[src/rtl/nabp_angle_scheduler_pkg.sv]
// Shared types and constants for the NABP angle scheduler and the shifter it drives.
package nabp_sched_pkg;

    localparam int unsigned DEF_ANGLE_WIDTH = 8;
    localparam int unsigned DEF_ACCU_WIDTH  = 16;

    // Accumulator base is unsigned Q8.8 (detector offset . sub-bin step), same as the shifter.
    localparam int unsigned ACCU_FRAC_BITS  = 8;

    typedef enum logic [3:0] {
        ST_IDLE       = 4'd0,
        ST_FETCH      = 4'd1,
        ST_LATCH      = 4'd2,
        ST_FILL       = 4'd3,
        ST_FILL_WAIT  = 4'd4,
        ST_PE_WAIT    = 4'd5,
        ST_SHIFT      = 4'd6,
        ST_SHIFT_WAIT = 4'd7,
        ST_NEXT       = 4'd8,
        ST_DONE       = 4'd9
    } sched_state_t;

endpackage

[src/rtl/nabp_angle_scheduler.sv]
// Steps the shifter through fill and shift passes for every projection angle of a run,
// fetching each angle's accumulator base from the angle ROM.
module nabp_angle_scheduler
    import nabp_sched_pkg::*;
#(
    parameter int unsigned NUM_ANGLES  = 180,
    parameter int unsigned ANGLE_WIDTH = DEF_ANGLE_WIDTH,
    parameter int unsigned ACCU_WIDTH  = DEF_ACCU_WIDTH
) (
    input  logic                   clk,
    input  logic                   reset_n,
    input  logic                   host_kick,
    input  logic                   host_abort,
    output logic                   host_busy,
    output logic                   host_done,
    output logic                   host_aborted,
    output logic                   err,
    output logic                   rom_en,
    output logic [ANGLE_WIDTH-1:0] rom_addr,
    input  logic [ACCU_WIDTH-1:0]  rom_data,
    output logic                   sh_fill_kick,
    output logic                   sh_shift_kick,
    output logic [ACCU_WIDTH-1:0]  sh_accu_base,
    input  logic                   sh_fill_done,
    input  logic                   sh_shift_done,
    input  logic                   pe_ready,
    output logic [ANGLE_WIDTH-1:0] cur_angle
);

    localparam logic [ANGLE_WIDTH-1:0] LAST_ANGLE = ANGLE_WIDTH'(NUM_ANGLES - 1);

    sched_state_t           state;
    logic [ANGLE_WIDTH-1:0] angle;
    logic                   abort_pend;
    logic                   aborted;

    assign rom_addr  = angle;
    assign cur_angle = angle;

    // Pulse outputs are registered on the transition into their state, so each one
    // is a pure function of the state register and never sees an input directly.
    always_ff @(posedge clk) begin
        if (!reset_n) begin
            state         <= ST_IDLE;
            angle         <= '0;
            sh_accu_base  <= '0;
            abort_pend    <= 1'b0;
            aborted       <= 1'b0;
            err           <= 1'b0;
            host_busy     <= 1'b0;
            host_done     <= 1'b0;
            host_aborted  <= 1'b0;
            rom_en        <= 1'b0;
            sh_fill_kick  <= 1'b0;
            sh_shift_kick <= 1'b0;
        end else begin
            rom_en        <= 1'b0;
            sh_fill_kick  <= 1'b0;
            sh_shift_kick <= 1'b0;
            host_done     <= 1'b0;

            if (sh_fill_done && state != ST_FILL_WAIT) begin
                err <= 1'b1;
            end
            if (sh_shift_done && state != ST_SHIFT_WAIT) begin
                err <= 1'b1;
            end
            if (host_abort && state != ST_IDLE) begin
                abort_pend <= 1'b1;
                aborted    <= 1'b1;
            end

            case (state)
                ST_IDLE: begin
                    if (host_kick) begin
                        state     <= ST_FETCH;
                        rom_en    <= 1'b1;
                        host_busy <= 1'b1;
                        aborted   <= 1'b0;
                    end
                end
                ST_FETCH: state <= ST_LATCH;
                ST_LATCH: begin
                    sh_accu_base <= rom_data;
                    sh_fill_kick <= 1'b1;
                    state        <= ST_FILL;
                end
                ST_FILL: state <= ST_FILL_WAIT;
                ST_FILL_WAIT: begin
                    if (sh_fill_done) begin
                        state <= ST_PE_WAIT;
                    end
                end
                ST_PE_WAIT: begin
                    if (pe_ready) begin
                        sh_shift_kick <= 1'b1;
                        state         <= ST_SHIFT;
                    end
                end
                ST_SHIFT: state <= ST_SHIFT_WAIT;
                ST_SHIFT_WAIT: begin
                    if (sh_shift_done) begin
                        state <= ST_NEXT;
                    end
                end
                ST_NEXT: begin
                    // An abort arriving in this very cycle is honoured at the next boundary.
                    if (abort_pend || angle == LAST_ANGLE) begin
                        host_done    <= 1'b1;
                        host_aborted <= aborted | host_abort;
                        state        <= ST_DONE;
                    end else begin
                        angle  <= angle + ANGLE_WIDTH'(1);
                        rom_en <= 1'b1;
                        state  <= ST_FETCH;
                    end
                end
                ST_DONE: begin
                    angle        <= '0;
                    abort_pend   <= 1'b0;
                    host_aborted <= 1'b0;
                    host_busy    <= 1'b0;
                    state        <= ST_IDLE;
                end
                default: state <= ST_IDLE;
            endcase
        end
    end

endmodule
[config.mk]
export PLATFORM = sky130hd
export DESIGN_NAME = nabp_angle_scheduler
export DESIGN_NICKNAME = d
export VERILOG_FILES = /design/src/rtl/nabp_angle_scheduler_pkg.sv /design/src/rtl/nabp_angle_scheduler.sv
export SDC_FILE = /design/constraint.sdc
export NUM_CORES = 1
export LEC_CHECK = 0
export CAP_MARGIN = 20
export CORE_MARGIN = 8
export CORE_UTILIZATION = 47
export CTS_CLUSTER_SIZE = 20
export DETAILED_ROUTE_END_ITERATION = 12
export MAX_ROUTING_LAYER = met4
export PLACE_DENSITY_LB_ADDON = 0.25
export SKIP_CTS_REPAIR_TIMING = 1
export SLEW_MARGIN = 20
export SYNTH_ARGS = -nofsm -noshare
export SYNTH_HDL_FRONTEND = slang
export SYNTH_SLANG_ARGS = --single-unit
[constraint.sdc]
create_clock -name clk -period 3.15 [get_ports clk]
set_input_delay 0.63 -clock clk [delete_from_list [all_inputs] [get_ports clk]]
set_output_delay 0.63 -clock clk [all_outputs]
set_load 0.03 [all_outputs]
## Word level (Yosys, flattened, before mapping)

Cells that the tools add are included.

- Add/sub/neg operators: 1
- Equality and inequality tests: 18
- Multiplexer cells: 23
- Bitwise gates (word level): 2
- Reductions and logical operators: 16

Operator list:

| operator | number |
|---|---|
| 4-bit case mux with 9 select lines | 1 |
| 4-bit two-way mux | 5 |
| 4-bit by 3-bit == test with 1-bit output, second input constant | 4 |
| 8-bit case mux with 2 select lines | 1 |
| 1-bit two-way mux | 12 |
| 2-bit != test, second input constant | 6 |
| 2-bit AND reduction | 5 |
| 8-bit by 1-bit adder with 8-bit output, second input constant | 1 |
| 4-bit by 2-bit == test with 1-bit output, second input constant | 2 |
| 4-bit == test, second input constant | 2 |
| 8-bit == test, second input constant | 1 |
| 8-bit two-way mux | 1 |
| 4-bit by 3-bit != test with 1-bit output, second input constant | 2 |
| 1-bit case mux with 2 select lines | 3 |
| 2-bit nonzero test | 3 |
| 4-bit by 1-bit == test with 1-bit output, second input constant | 1 |
| 4-bit zero test | 1 |
| 4-bit AND reduction | 1 |
| 4-bit nonzero test | 1 |
| 1-bit logical AND | 3 |
| 2-bit OR reduction | 1 |
| 1-bit logical OR | 1 |
| 1-bit inverter | 1 |
| 1-bit bitwise OR | 1 |

- Register bits after elaboration: 37
- Input bits: 23

## Depth between registers and ports, before layout

- Word-level depth: 5
- Mapped depth: 6
- Gate-level depth less buffers: 5

## Worst setup path after synthesis

OpenSTA, ideal clock, no wires.

- Kind: reg-to-reg
- Start: register angle[2] (netlist: cur_angle[2])
- End: register angle[7] (netlist: cur_angle[7])
- Library setup time: 0.068 ns
- Data arrival time: 1.586 ns
- Required time: 3.082 ns
- Slack: 1.497 ns
- Cell stages (with the launch flop): 5
- Period minus slack after synthesis: 1.653 ns
- Path through: dfxtp_1 > nor2b_1 > nand3_2 > or4_4 > a21oi_2

- Word-level cells in the longest chain between the ends: 4
- Elaborated cells between the ends (all ways): 7

RTL lines:

| item | line | source |
|---|---|---|
| start: declaration | nabp_angle_scheduler.sv:33 | `logic [ANGLE_WIDTH-1:0] angle;` |
| start signal: assignment | nabp_angle_scheduler.sv:113 | `angle <= angle + ANGLE_WIDTH'(1);` |
| branches (longest 4 deep; another with 8-bit by 1-bit adder with 8-bit output) | n/a |  |

Parallel ways; which one is timed is not known. The select of a mux whose other input is x is not followed.
A chain may end at the register's enable or synchronous reset.

## Final worst setup path

- Start: register angle[3] (netlist: cur_angle[3])
- End: output cur_angle[3]

RTL lines:

| item | line | source |
|---|---|---|
| end: declaration | nabp_angle_scheduler.sv:27 | `output logic [ANGLE_WIDTH-1:0] cur_angle` |

No word-level cell between the ends.

==> run summary <==
SYNTH
--------------------------------------------------------------------------------------------------------
Number of instances in the synthesized netlist ............................................          192
Number of enable flip-flop cells after synthesis ..........................................            0
Netlist area before placement .............................................................    1669 um^2
Mean post-synth cell area .................................................................   8.693 um^2
Net Count, Synth ..........................................................................          216
Portion of synthesized cell area occupied by the leading cell type ........................       44.38%
Register area share after synthesis .......................................................       44.38%
Flip-flop cell with the highest count after synthesis ..................................... sky130_fd_sc_hd__dfxtp_1
Fraction of registers with async set or reset after synthesis .............................           0%
Cell types with the largest area share after synthesis .................................... sky130_fd_sc_hd__dfxtp_1 44%, sky130_fd_sc_hd__nand2_1 8.1%, sky130_fd_sc_hd__a21boi_0 7.6%
Count of cell types in the netlist ........................................................           41
Post-synthesis sequential element count ...................................................           37
Most area-hungry cell type in the Yosys netlist ........................................... sky130_fd_sc_hd__dfxtp_1
Number of warning messages in the yosys log ...............................................            0

CTS
--------------------------------------------------------------------------------------------------------
Post-CTS clock slew at the launch and capture registers of the worst setup and hold paths .      0.11 ns
Clk sink count ............................................................................           37
Clock tree from TritonCTS .................................................................          yes
Clk_lat worst skew ........................................................................      0.34 ns
CTS Buf Count .............................................................................            5
Max H-tree Level ..........................................................................            2
Buffer type at the clock tree root ........................................................ sky130_fd_sc_hd__clkbuf_4
Maximum root-to-sink buffer count .........................................................            2

SETUP PATH
--------------------------------------------------------------------------------------------------------
Max stage delay cell, worst path .......................................................... sky130_fd_sc_hd__clkdlybuf4s50_1
Cell-by-cell trace of the critical path ................................................... clkdlybuf4s50_1
Number of cells on the worst reg-to-reg path ..............................................            4
Required time at the worst-slack endpoint .................................................      2.52 ns
CP delay by family, top ................................................................... buffers and inverters
Nature of the critical path startpoint ....................................................     register
Setup slack on the worst flop-to-flop path ................................................      1.20 ns
Data arrival, critical path ...............................................................      1.58 ns
Critical path start-end classification .................................................... register to primary output
Endpoint type of the worst setup path ..................................................... primary output
Count of buffering cells on the critical path with inverters included .....................            1
Highest fanout seen on the critical path ..................................................            8
End of the worst register-to-register path ................................................ cur_angle[7]
Worst flop-to-flop path startpoint ........................................................     state[3]
Biggest cell delay along the critical path ................................................      0.74 ns

FINISH
--------------------------------------------------------------------------------------------------------
Summed area of non-filler cells in the final layout .......................................    2308 um^2
Largest register FFs ......................................................................           16
Share of layout cells above drive strength 1 ..............................................       6.122%
Layout Nets ...............................................................................          269
Antenna diode instance count ..............................................................            0
Area Growth Syn to Fin ....................................................................       38.31%
Largest reg by FF count ................................................................... sh_accu_base

GLOBAL ROUTE
--------------------------------------------------------------------------------------------------------
Fraction of met3 tracks used by global routing ............................................       7.763%
Antenna violations before repair ..........................................................            0
Largest net degree at the start of global routing .........................................           28
Layer carrying the most global-route usage ................................................         met2
Vias in the first global route ............................................................         1416
Total global-route track usage ............................................................       14.91%
GR Util met2 ..............................................................................       22.44%
First-pass GRT wire length ................................................................     6.417 mm
Met1 Resource Use GR ......................................................................       16.81%
Overflow left after global routing ........................................................            0

POWER
--------------------------------------------------------------------------------------------------------
Switching power as a share of total power .................................................       27.95%
Power Dens Cells .......................................................................... 414.1 nW/um^2
Register share of total power .............................................................        54.2%
Combinational group share of total power ..................................................        19.6%
Switching pwr .............................................................................     267.1 uW
VDD IR max ................................................................................    0.3153 mV
Relative contribution of the clock network to total power .................................        26.2%
Power Internal ............................................................................     688.7 uW
Leakage component of the power ............................................................    0.8105 nW

STA
--------------------------------------------------------------------------------------------------------
Worst setup skew after layout .............................................................   0.01282 ns
Transition at the pin with the smallest max-transition slack ..............................    0.6070 ns
Final period utilization ..................................................................       70.16%
# setup viols final .......................................................................            0
Final hold viol count .....................................................................            0
Highest clock rate ........................................................................    452.5 MHz
Setup ws final ............................................................................    0.9399 ns
Fin Hold WS ...............................................................................    0.4647 ns
Total negative slack for setup checks .....................................................         0 ns
Pins Over Slew Limit ......................................................................            0
Worst relative slew slack .................................................................       59.41%
Min Tclk post-route .......................................................................     2.210 ns
Unrepaired setup endpoints after global routing ...........................................        false

DRT
--------------------------------------------------------------------------------------------------------
Number of DRC violations after detailed routing ...........................................            0
Average wire per cell in the routed design ................................................     13.36 um
Iteration-0 DRC Markers ...................................................................          121
Total length of routed wires ..............................................................     3.888 mm
Vias per inst .............................................................................        5.089
1st-pass router iterations ................................................................            4
Residual antenna-violating net count after detailed routing ...............................            0
Total via count after detailed routing ....................................................         1481

FLOORPLAN
--------------------------------------------------------------------------------------------------------
Core Box Area .............................................................................    3363 um^2
Placement row count .......................................................................           21
Effective utilization at floorplan ........................................................       49.63%
Number of I/O pins ........................................................................           62
Overall die area ..........................................................................    5714 um^2
Die X .....................................................................................     75.59 um
Die boundary height .......................................................................     75.59 um

PLACED DESIGN
--------------------------------------------------------------------------------------------------------
Final HPWL DP .............................................................................     2.869 mm
Instance area after placement .............................................................    2253 um^2
Count of input and output buffers .........................................................           61
Final weighted congestion in routability-driven placement .................................       0.8033
Worst-case setup slack after placement ....................................................     1.165 ns

HOLD PATH
--------------------------------------------------------------------------------------------------------
Hold endpoint ............................................................................. sh_accu_base[10]
Path type of the worst min-delay path ..................................................... register to register
Cell count of the worst hold path .........................................................            2
Hold path startpoint ...................................................................... sh_accu_base[10]

STATUS
--------------------------------------------------------------------------------------------------------
Status ....................................................................................    completed

JOB
--------------------------------------------------------------------------------------------------------
Max-Cap Viols .............................................................................            0

==> per-layer routing <==
metal  part of all wire, %  wire length (um)  up-vias
met1                    45              1731      675
met5                     0                 0        -
met3                    10               391        2
met4                  0.59                23        0
met2                    45              1741       47
li1                      -                 -      757
==> cell usage after synthesis, drive strengths merged, types with 2 or more instances <==
library cell  number
and3               4
nand2b             3
inv                2
mux2i              2
xor2               4
nor2b              4
or3                3
nor2              15
o21a               2
a21boi            17
dfxtp             37
nor3               2
nor4b              3
nand3b             2
nand3              2
a211oi             2
a21oi             10
nand2             36
and2               3
nand4              5
clkbuf             8
buf               10
o21ai              5
==> area by class of cell <==
| class | count | area [um^2] |
|---|---|---|
| Sequential cell | 37 | 740.7 |
| Fill cell | 317 | 1055 |
| Inverter | 2 | 7.507 |
| Timing Repair Buffer | 64 | 633.1 |
| Clock buffer | 7 | 55.05 |
| Multi-Input combinational cell | 135 | 814.5 |
| Tap cell | 46 | 57.56 |
==> power groups by stage <==
stage               Sequential, mW  Combinational [mW]  Clock, mW
finish                       0.518               0.187      0.250
global route                 0.524               0.206      0.279
CTS                          0.519               0.189      0.256
detailed placement           0.530               0.188          0
global placement             0.529               0.187          0
floorplan                    0.553              0.0834          0
==> worst max-delay path by stage <==
stage,from,endpoint,cells after the start
finish,cur_angle[3],cur_angle[3],1
global route,cur_angle[3],cur_angle[3],1
CTS,cur_angle[3],rom_addr[3],1
detailed placement,sh_shift_done,state[1],5
global placement,sh_shift_done,state[1],5
floorplan,cur_angle[2],cur_angle[7],4
==> logic make-up after synthesis <==
family / count (synthesis) / synth area share [%]
XOR/XNOR: 5 / 2.624
AO/OA/AOI/OAI: 41 / 17.02
AND/OR/NAND/NOR: 86 / 27.21
adder cells (fa/ha/maj): 1 / 0.7495
flip-flops: 37 / 44.38
buffers and inverters: 20 / 6.822
multiplexers: 2 / 1.199
==> through the flow <==
step | total power, mW | instances | utilization (%)
after floorplan | 0.6366 | 192 | -
after global placement | 0.7164 | 284 | 67.00
after detailed placement | 0.7180 | 284 | 67.00
after CTS | 0.9632 | 291 | 68.64
after global routing | 1.009 | 291 | 68.64
final | 0.9558 | 291 | 68.64
==> cells in the final DEF, fill, tap and decap left out, types with 2 or more instances in the layout <==
cell type	Yosys	layout
sky130_fd_sc_hd__nor2b_1	4	4
sky130_fd_sc_hd__mux2i_1	2	2
sky130_fd_sc_hd__nand2b_1	3	3
sky130_fd_sc_hd__o21ai_0	5	5
sky130_fd_sc_hd__dfxtp_1	37	37
sky130_fd_sc_hd__a21oi_1	9	9
sky130_fd_sc_hd__or3_1	3	3
sky130_fd_sc_hd__clkdlybuf4s50_1	0	61
sky130_fd_sc_hd__and2_1	3	3
sky130_fd_sc_hd__a21boi_0	17	17
sky130_fd_sc_hd__xor2_1	4	4
sky130_fd_sc_hd__clkbuf_4	0	5
sky130_fd_sc_hd__nand4_1	5	5
sky130_fd_sc_hd__nor2_1	15	15
sky130_fd_sc_hd__nand2_1	36	36
sky130_fd_sc_hd__and3_1	4	4
sky130_fd_sc_hd__buf_4	8	3
sky130_fd_sc_hd__nor3_1	2	2
sky130_fd_sc_hd__nand3b_1	2	2
sky130_fd_sc_hd__inv_1	2	2
sky130_fd_sc_hd__o21a_1	2	2
Note: power is estimated with default switching activity, not from simulation.
